### src/rtl/mips_mult_div.sv
// Iterative MIPS32 multiply/divide unit with private HI/LO registers.
// One shift-add or restoring shift-subtract step per cycle, then a sign-fix cycle.
module mips_mult_div #(
   parameter int                DATA_W   = 32,
   parameter logic [DATA_W-1:0] HILO_RST = {DATA_W{1'b0}}
) (
   input  logic              clk,
   input  logic              rst,
   input  logic              start,
   input  logic [1:0]        op,
   input  logic [DATA_W-1:0] rs_in,
   input  logic [DATA_W-1:0] rt_in,
   input  logic              mthi,
   input  logic              mtlo,
   output logic              busy,
   output logic              done,
   output logic [DATA_W-1:0] hi_out,
   output logic [DATA_W-1:0] lo_out
);

   localparam int CNT_W = (DATA_W > 1) ? $clog2(DATA_W) : 1;
   localparam logic [CNT_W-1:0] CNT_LAST = CNT_W'(DATA_W - 1);
   localparam logic [CNT_W-1:0] CNT_ONE  = CNT_W'(1);

   typedef enum logic [1:0] {
      ST_IDLE = 2'b00,
      ST_CALC = 2'b01,
      ST_FIX  = 2'b10
   } state_t;

   // Two's-complement negation at operand width.
   function automatic logic [DATA_W-1:0] neg_w(input logic [DATA_W-1:0] v);
      return ~v + {{(DATA_W-1){1'b0}}, 1'b1};
   endfunction

   // Two's-complement negation at product width.
   function automatic logic [2*DATA_W-1:0] neg_2w(input logic [2*DATA_W-1:0] v);
      return ~v + {{(2*DATA_W-1){1'b0}}, 1'b1};
   endfunction

   // Magnitude for signed ops, raw value for unsigned ops.
   function automatic logic [DATA_W-1:0] mag_w(input logic [DATA_W-1:0] v,
                                               input logic              is_signed);
      return (is_signed && v[DATA_W-1]) ? neg_w(v) : v;
   endfunction

   state_t              state_r;
   state_t              state_nxt_s;
   logic [CNT_W-1:0]    cnt_r;
   logic                op_div_r;
   logic                neg_a_r;
   logic                neg_b_r;
   logic [DATA_W-1:0]   mag_a_r;
   logic [DATA_W-1:0]   mag_b_r;
   logic [2*DATA_W-1:0] acc_r;
   logic [DATA_W-1:0]   hi_r;
   logic [DATA_W-1:0]   lo_r;
   logic                done_r;

   logic [DATA_W:0]     mul_sum_s;
   logic [DATA_W:0]     div_trial_s;
   logic [DATA_W:0]     div_diff_s;
   logic                div_ge_s;
   logic [2*DATA_W-1:0] calc_acc_s;
   logic [2*DATA_W-1:0] prod_fix_s;
   logic [DATA_W-1:0]   fix_hi_s;
   logic [DATA_W-1:0]   fix_lo_s;
   logic                start_signed_s;

   // State register.
   always_ff @(posedge clk) begin
      if (rst) begin
         state_r <= ST_IDLE;
      end else begin
         state_r <= state_nxt_s;
      end
   end

   // Next-state decode.
   always_comb begin
      state_nxt_s = state_r;
      case (state_r)
         ST_IDLE: begin
            if (start) state_nxt_s = ST_CALC;
            else       state_nxt_s = ST_IDLE;
         end
         ST_CALC: begin
            if (cnt_r == CNT_LAST) state_nxt_s = ST_FIX;
            else                   state_nxt_s = ST_CALC;
         end
         ST_FIX:  state_nxt_s = ST_IDLE;
         default: state_nxt_s = ST_IDLE;
      endcase
   end

   // Output decode.
   always_comb begin
      busy   = (state_r != ST_IDLE);
      done   = done_r;
      hi_out = hi_r;
      lo_out = lo_r;
   end

   // Iteration step and sign-corrected results.
   always_comb begin
      start_signed_s = ~op[0];
      mul_sum_s   = {1'b0, acc_r[2*DATA_W-1:DATA_W]}
                  + (acc_r[0] ? {1'b0, mag_a_r} : {(DATA_W+1){1'b0}});
      // Upper half is the partial remainder, lower half the dividend shifting into quotient.
      div_trial_s = {acc_r[2*DATA_W-1:DATA_W], acc_r[DATA_W-1]};
      div_ge_s    = (div_trial_s >= {1'b0, mag_b_r});
      div_diff_s  = div_trial_s - {1'b0, mag_b_r};
      if (op_div_r) begin
         if (div_ge_s) calc_acc_s = {div_diff_s[DATA_W-1:0], acc_r[DATA_W-2:0], 1'b1};
         else          calc_acc_s = {acc_r[2*DATA_W-2:0], 1'b0};
      end else begin
         calc_acc_s = {mul_sum_s, acc_r[DATA_W-1:1]};
      end
      prod_fix_s = (neg_a_r ^ neg_b_r) ? neg_2w(acc_r) : acc_r;
      if (!op_div_r) begin
         fix_hi_s = prod_fix_s[2*DATA_W-1:DATA_W];
         fix_lo_s = prod_fix_s[DATA_W-1:0];
      end else if (mag_b_r == {DATA_W{1'b0}}) begin
         // Divide by zero: all-ones quotient, dividend returned unchanged.
         fix_lo_s = {DATA_W{1'b1}};
         fix_hi_s = neg_a_r ? neg_w(mag_a_r) : mag_a_r;
      end else begin
         fix_lo_s = (neg_a_r ^ neg_b_r) ? neg_w(acc_r[DATA_W-1:0]) : acc_r[DATA_W-1:0];
         fix_hi_s = neg_a_r ? neg_w(acc_r[2*DATA_W-1:DATA_W]) : acc_r[2*DATA_W-1:DATA_W];
      end
   end

   // Datapath registers, HI/LO and the done pulse.
   always_ff @(posedge clk) begin
      if (rst) begin
         cnt_r    <= {CNT_W{1'b0}};
         op_div_r <= 1'b0;
         neg_a_r  <= 1'b0;
         neg_b_r  <= 1'b0;
         mag_a_r  <= {DATA_W{1'b0}};
         mag_b_r  <= {DATA_W{1'b0}};
         acc_r    <= {(2*DATA_W){1'b0}};
         hi_r     <= HILO_RST;
         lo_r     <= HILO_RST;
         done_r   <= 1'b0;
      end else begin
         done_r <= 1'b0;
         case (state_r)
            ST_IDLE: begin
               if (start) begin
                  op_div_r <= op[1];
                  neg_a_r  <= start_signed_s & rs_in[DATA_W-1];
                  neg_b_r  <= start_signed_s & rt_in[DATA_W-1];
                  mag_a_r  <= mag_w(rs_in, start_signed_s);
                  mag_b_r  <= mag_w(rt_in, start_signed_s);
                  // Multiply shifts the multiplier out of the low half; divide shifts the dividend.
                  acc_r    <= {{DATA_W{1'b0}},
                               op[1] ? mag_w(rs_in, start_signed_s) : mag_w(rt_in, start_signed_s)};
                  cnt_r    <= {CNT_W{1'b0}};
               end else begin
                  if (mthi) hi_r <= rs_in;
                  if (mtlo) lo_r <= rs_in;
               end
            end
            ST_CALC: begin
               acc_r <= calc_acc_s;
               cnt_r <= cnt_r + CNT_ONE;
            end
            ST_FIX: begin
               hi_r   <= fix_hi_s;
               lo_r   <= fix_lo_s;
               done_r <= 1'b1;
            end
            default: begin
               done_r <= 1'b0;
            end
         endcase
      end
   end

endmodule

### config.mk
export PLATFORM = sky130hd
export DESIGN_NAME = mips_mult_div
export DESIGN_NICKNAME = d
export VERILOG_FILES = /design/src/rtl/mips_mult_div.sv
export SDC_FILE = /design/constraint.sdc
export NUM_CORES = 1
export LEC_CHECK = 0
export ABC_AREA = 1
export BUFFER_PORTS_ARGS = -buffer_cell sky130_fd_sc_hd__buf_2
export CORE_AREA = 2 2 231 233
export CTS_CLUSTER_DIAMETER = 80
export DETAILED_ROUTE_END_ITERATION = 16
export DIE_AREA = 0 0 233 235
export GPL_ROUTABILITY_DRIVEN = 0
export PLACE_DENSITY_LB_ADDON = 0.08
export SYNTH_ARGS = -nofsm -noshare
export SYNTH_HDL_FRONTEND = slang
export SYNTH_SLANG_ARGS = --single-unit
### constraint.sdc
create_clock -name clk -period 3.4 [get_ports clk]
set_input_delay 0.34 -clock clk [delete_from_list [all_inputs] [get_ports clk]]
set_output_delay 0.34 -clock clk [all_outputs]
set_load 0.02 [all_outputs]
# Word level (Yosys, flattened, before mapping)
# Index checks and enable logic that the tools add are counted.
# totals
input_bits	71
register_bits	203
output_inout_bits	66
# op_classes
bitwise_logic	10
eq_ne	7
n_lt_le_gt_ge	1
n_addsub	9
mux	28
reduce_logical	11
# op_table
op	n
32-bit two-way mux	15
64-bit two-way mux	4
32-bit by 1-bit adder with 32-bit output, second input constant	5
32-bit NOT	5
32-bit case mux with 2 select lines	2
64-bit case mux with 2 select lines	1
64-bit by 1-bit adder with 64-bit output, second input constant	1
64-bit NOT	1
32-bit by 32-bit adder with 33-bit output	1
33-bit by 32-bit greater-or-equal comparator with 1-bit output	1
32-bit zero test	1
32-bit subtractor	1
5-bit case mux with 2 select lines	1
2-bit != test, second input constant	4
3-bit AND reduction	2
2-bit nonzero test	3
5-bit by 1-bit adder with 5-bit output, second input constant	1
5-bit == test, second input constant	1
5-bit two-way mux	1
2-bit case mux with 2 select lines	1
2-bit AND reduction	2
1-bit bitwise AND	2
2-bit by 1-bit == test with 1-bit output, second input constant	1
2-bit == test, second input constant	1
other kinds (6)	8

# Logic depth before layout (Yosys ltp)
# depth
word_depth	6
ltp_mapped	20
mapped_depth_nobuf	18

# Worst setup path before layout
# Ideal clock, no wire load.
# synth_timing
path_kind	reg-to-reg
start	reg acc_r[0]
end	reg acc_r[61]
t_required_ns	3.262
arrival_ns	2.372
setup_slack_ns	0.890
synth_period_minus_slack_ns	2.510
stages_incl_launch_ff	20
cell_sequence	dfxtp_1 > buf_6 > clkbuf_1 > nand2_1 > inv_1 > ha_1 > inv_1 > fa_1 > nor2_1 > nor2_1 > o21ai_0 > nand2_1 > nand2_1 > nand2_1 > nand3_1 > nand3_1 > nand2_1 > inv_1 > nand2_1 > a21oi_1
# synth_via
elab_chain_cells	4
# synth_lines
element	line_no	text
start, declared	55	logic [2*DATA_W-1:0] acc_r;
start signal, assigned	142	acc_r <= {(2*DATA_W){1'b0}};
start signal, assigned	157	acc_r <= {{DATA_W{1'b0}},
start signal, assigned	166	acc_r <= calc_acc_s;
32-bit two-way mux	108	+ (acc_r[0] ? {1'b0, mag_a_r} : {(DATA_W+1){1'b0}});
32-bit by 32-bit adder with 33-bit output	108	
64-bit two-way mux	113	if (op_div_r) begin
64-bit case mux with 2 select lines	148	case (state_r)
# No other way between the ends.
# A chain may end at the register's enable or synchronous reset.

# Final worst setup path
# layout_timing
start	reg acc_r[39]
end	reg acc_r[54]
# layout_via
elab_chain_cells	4
elab_cells_between_ends	6
# layout_lines
element	line_no	text
32-bit subtractor / 33-bit by 32-bit greater-or-equal comparator with 1-bit output (equally long branches)	112, 111	
64-bit two-way mux	114	if (div_ge_s) calc_acc_s = {div_diff_s[DATA_W-1:0], acc_r[DATA_W-2:0], 1'b1};
64-bit two-way mux *	113	
64-bit case mux with 2 select lines *	148	
# Mark *: on every way between the ends. The rest lies on a longest branch, timed or not.

==> impl_metrics.yaml <==
grt:
  grt_pass1_vias: 22768
  overflow: 0
  grt_max_degree: 105
  antenna_found_initial: 3
  grt_pass1_wl_mm: 143
  grt_util_all_layers: 0.342
sta:
  min_period_over_period: 0.852
  hold_viol: 0
  max_slew_margin: 0.248
  rsz0062_at_grt: "false"
  setup-tns-final_ps: 0
  worst_pin_slew_ps: 1120
  clock_skew_ps: 15.0
  period_needed_ps: 2900
  final-setup-viol-count: 0
  slew_violations: 0
  clock.fmax_mhz: 345
floorplanning:
  initial_utilization: 0.398
  num_io_pins: 137
  dieArea_um2: 54800
  die_height_um: 235
  core_area_um2: 52200
  row_count: 84
  die_width_um: 233
synth:
  avgSynthCellArea_um2: 5.58
  synth_ff_type: "dfxtp_1"
  yosysTopAreaCell: "dfxtp_1"
  synth_commonest_cells: "nand2_1 (983), inv_1 (493), nor2_1 (422)"
  synthTopCellsByArea: "dfxtp_1 (20%), nand2_1 (18%), inv_1 (8.9%)"
  synth_edf_count: 0
  seq_area_frac_synth: 0.196
  synthDistinctLibCells: 59
  synth_top_area_frac: 0.196
  synth_nets: 3864
  async_reset_ff_frac: 0
  ys_ff_latch: 203
  synth_most_common_cell: "nand2_1"
  synth.yosys.warnings: 0
  syn_area_um2: 20800
  syn-instance-count: 3720
worst_hold_path:
  worstHoldPathCells: 3
  hold_end: "mag_b_r[0]"
  hold_path_class: "input port to register"
  hold_path_startpoint: "rt_in[0]"
clock_network:
  cts.sink_count: 203
  cts_max_path_buffers: 3
  cts_resized: 0
  post-cts-setup-buffers: 0
  clock_latency_ps: 550
  hold_buffers: 0
  cts_tree: "built"
  htreeDepth: 1
  path_clk_slew_ps: 60
  cts-buffers-inserted: 27
  cts_root_buf: "clkbuf_16"
setup_path:
  timing.rr.start: "acc_r[39]"
  crit_type: "register to register"
  reg2regPathDepth: 14
  cp.required_ps: 3870
  startpoint_type: "register"
  cp_max_fo: 36
  rrSetupSlack_ps: 500
  end_kind: "register"
  arrival_ps: 3370
  r2r_end: "acc_r[54]"
route:
  num_vias: 24973
  via_per_inst: 5.56
  ant_nets: 0
  dr.pass1.iters: 8
  wl_per_cell_um: 21.2
  drc: 0
  routed_wl_mm: 95.4
  drt_iter0_markers: 2971
finish:
  fillers: 5851
  nets: 3927
  utilization: 0.441
  drive_gt1_frac: 0.0937
  stdcell_count: 4489
  area_delta_synth_final_pct: 10.9
outcome:
  status: "finished, final reports clean"
power_and_ir_drop:
  power_mw: 9.61
  power_leakage_nw: 11.7
  powerDensity_nw_per_um2: 417
  ir_drop_uv: 404
placed_design:
  place_hpwl_mm: 76.3
  placed_cells: 4442
  port-buffer-count: 136
flow_run:
  maxCapViolations: 0
## metrics by stage
stage	setup WS (ps)	hold WS (ps)	cell area (µm²)
3_5_place_dp	582	465	22100
6_report	504	156	23000
3_3_place_gp	618	457	22100
4_1_cts	565	151	23000
5_1_grt	295	186	23000
2_1_floorplan	890	444	20800
## power breakdown
part,leakage (nW),total [mW],switching (mW),internal [mW]
clock network,0.428,3.01,1.21,1.80
logic,9.58,3.78,2.70,1.08
registers,1.67,2.81,0.232,2.58
total,11.7,9.61,4.14,5.47
## how the worst max path moves through the flow
stage	from	to	slack (ps)	depth (start not counted)
2_1_floorplan	acc_r[0]	acc_r[61]	890	19
3_3_place_gp	acc_r[35]	acc_r[54]	620	12
3_5_place_dp	acc_r[46]	acc_r[54]	580	13
4_1_cts	acc_r[46]	acc_r[54]	560	13
5_1_grt	acc_r[46]	acc_r[53]	290	14
6_report	acc_r[39]	acc_r[54]	500	14
## worst max-delay path, cell delays in order (launching register included)
cell     delay [ps]
dfxtp_1         580
ha_1            370
nand2_2         140
inv_1            50
a21oi_1         220
nand3_2         150
nand2_1         110
nand2_2          90
nand2_4         290
nand2_8         260
inv_2           220
nand2_1          70
nand3_1          90
nand2_1          70
a21oi_1         110
## kinds of logic (layout without fill, tap and decap cells)
logic type | after synthesis | in the layout | share of synthesized area
other | 0 | 1 | 0
XOR/XNOR | 85 | 85 | 0.0358
adder cells (fa/ha/maj) | 73 | 73 | 0.0447
flip-flops | 203 | 203 | 0.196
buffers and inverters | 662 | 742 | 0.125
AND/OR/NAND/NOR | 1966 | 1966 | 0.409
AO/OA/AOI/OAI | 731 | 731 | 0.190
## routing by layer
layer,routed length [µm],track usage,vias to the layer above,part of all wire
met2,41100,0.520,1145,0.43
met4,4710,0.149,2,0.049
li1,-,-,12166,-
met1,41600,0.477,11472,0.44
met3,8000,0.0495,188,0.084
met5,11,0,-,0.00012
## area by class of cell
| cell class | count | area (µm²) | share of cell area |
|---|---|---|---|
| Antenna cell | 1 | 2.50 | 0.000109 |
| Tap cell | 688 | 861 | 0.0374 |
| Timing Repair Buffer | 189 | 1140 | 0.0495 |
| Inverter | 507 | 1910 | 0.0827 |
| Multi-Input combinational cell | 2855 | 14100 | 0.614 |
| Sequential cell | 203 | 4070 | 0.177 |
| Clock inverter | 16 | 211 | 0.00918 |
| Clock buffer | 30 | 707 | 0.0307 |
## layout by cell type (no fill, tap or decap), types with 48 or more instances in the layout
cell / synthesis / routed
nand2_1: 983 / 982
xor2_1: 77 / 77
a21oi_1: 310 / 310
buf_2: 25 / 136
dfxtp_1: 203 / 201
nand3_1: 354 / 354
ha_1: 71 / 71
inv_1: 493 / 492
nand4_1: 60 / 60
o21ai_0: 288 / 288
buf_4: 4 / 48
nor2_1: 422 / 420
## registers in the layout, summed over array words and instances (netlist names)
name      flops
cnt_r         5
done          1
mag_a_r      32
state_r       2
acc_r        64
neg_a_r       1
neg_b_r       1
op_div_r      1
hi_out       32
mag_b_r      32
lo_out       32
Note: power is estimated with default switching activity, not from simulation.
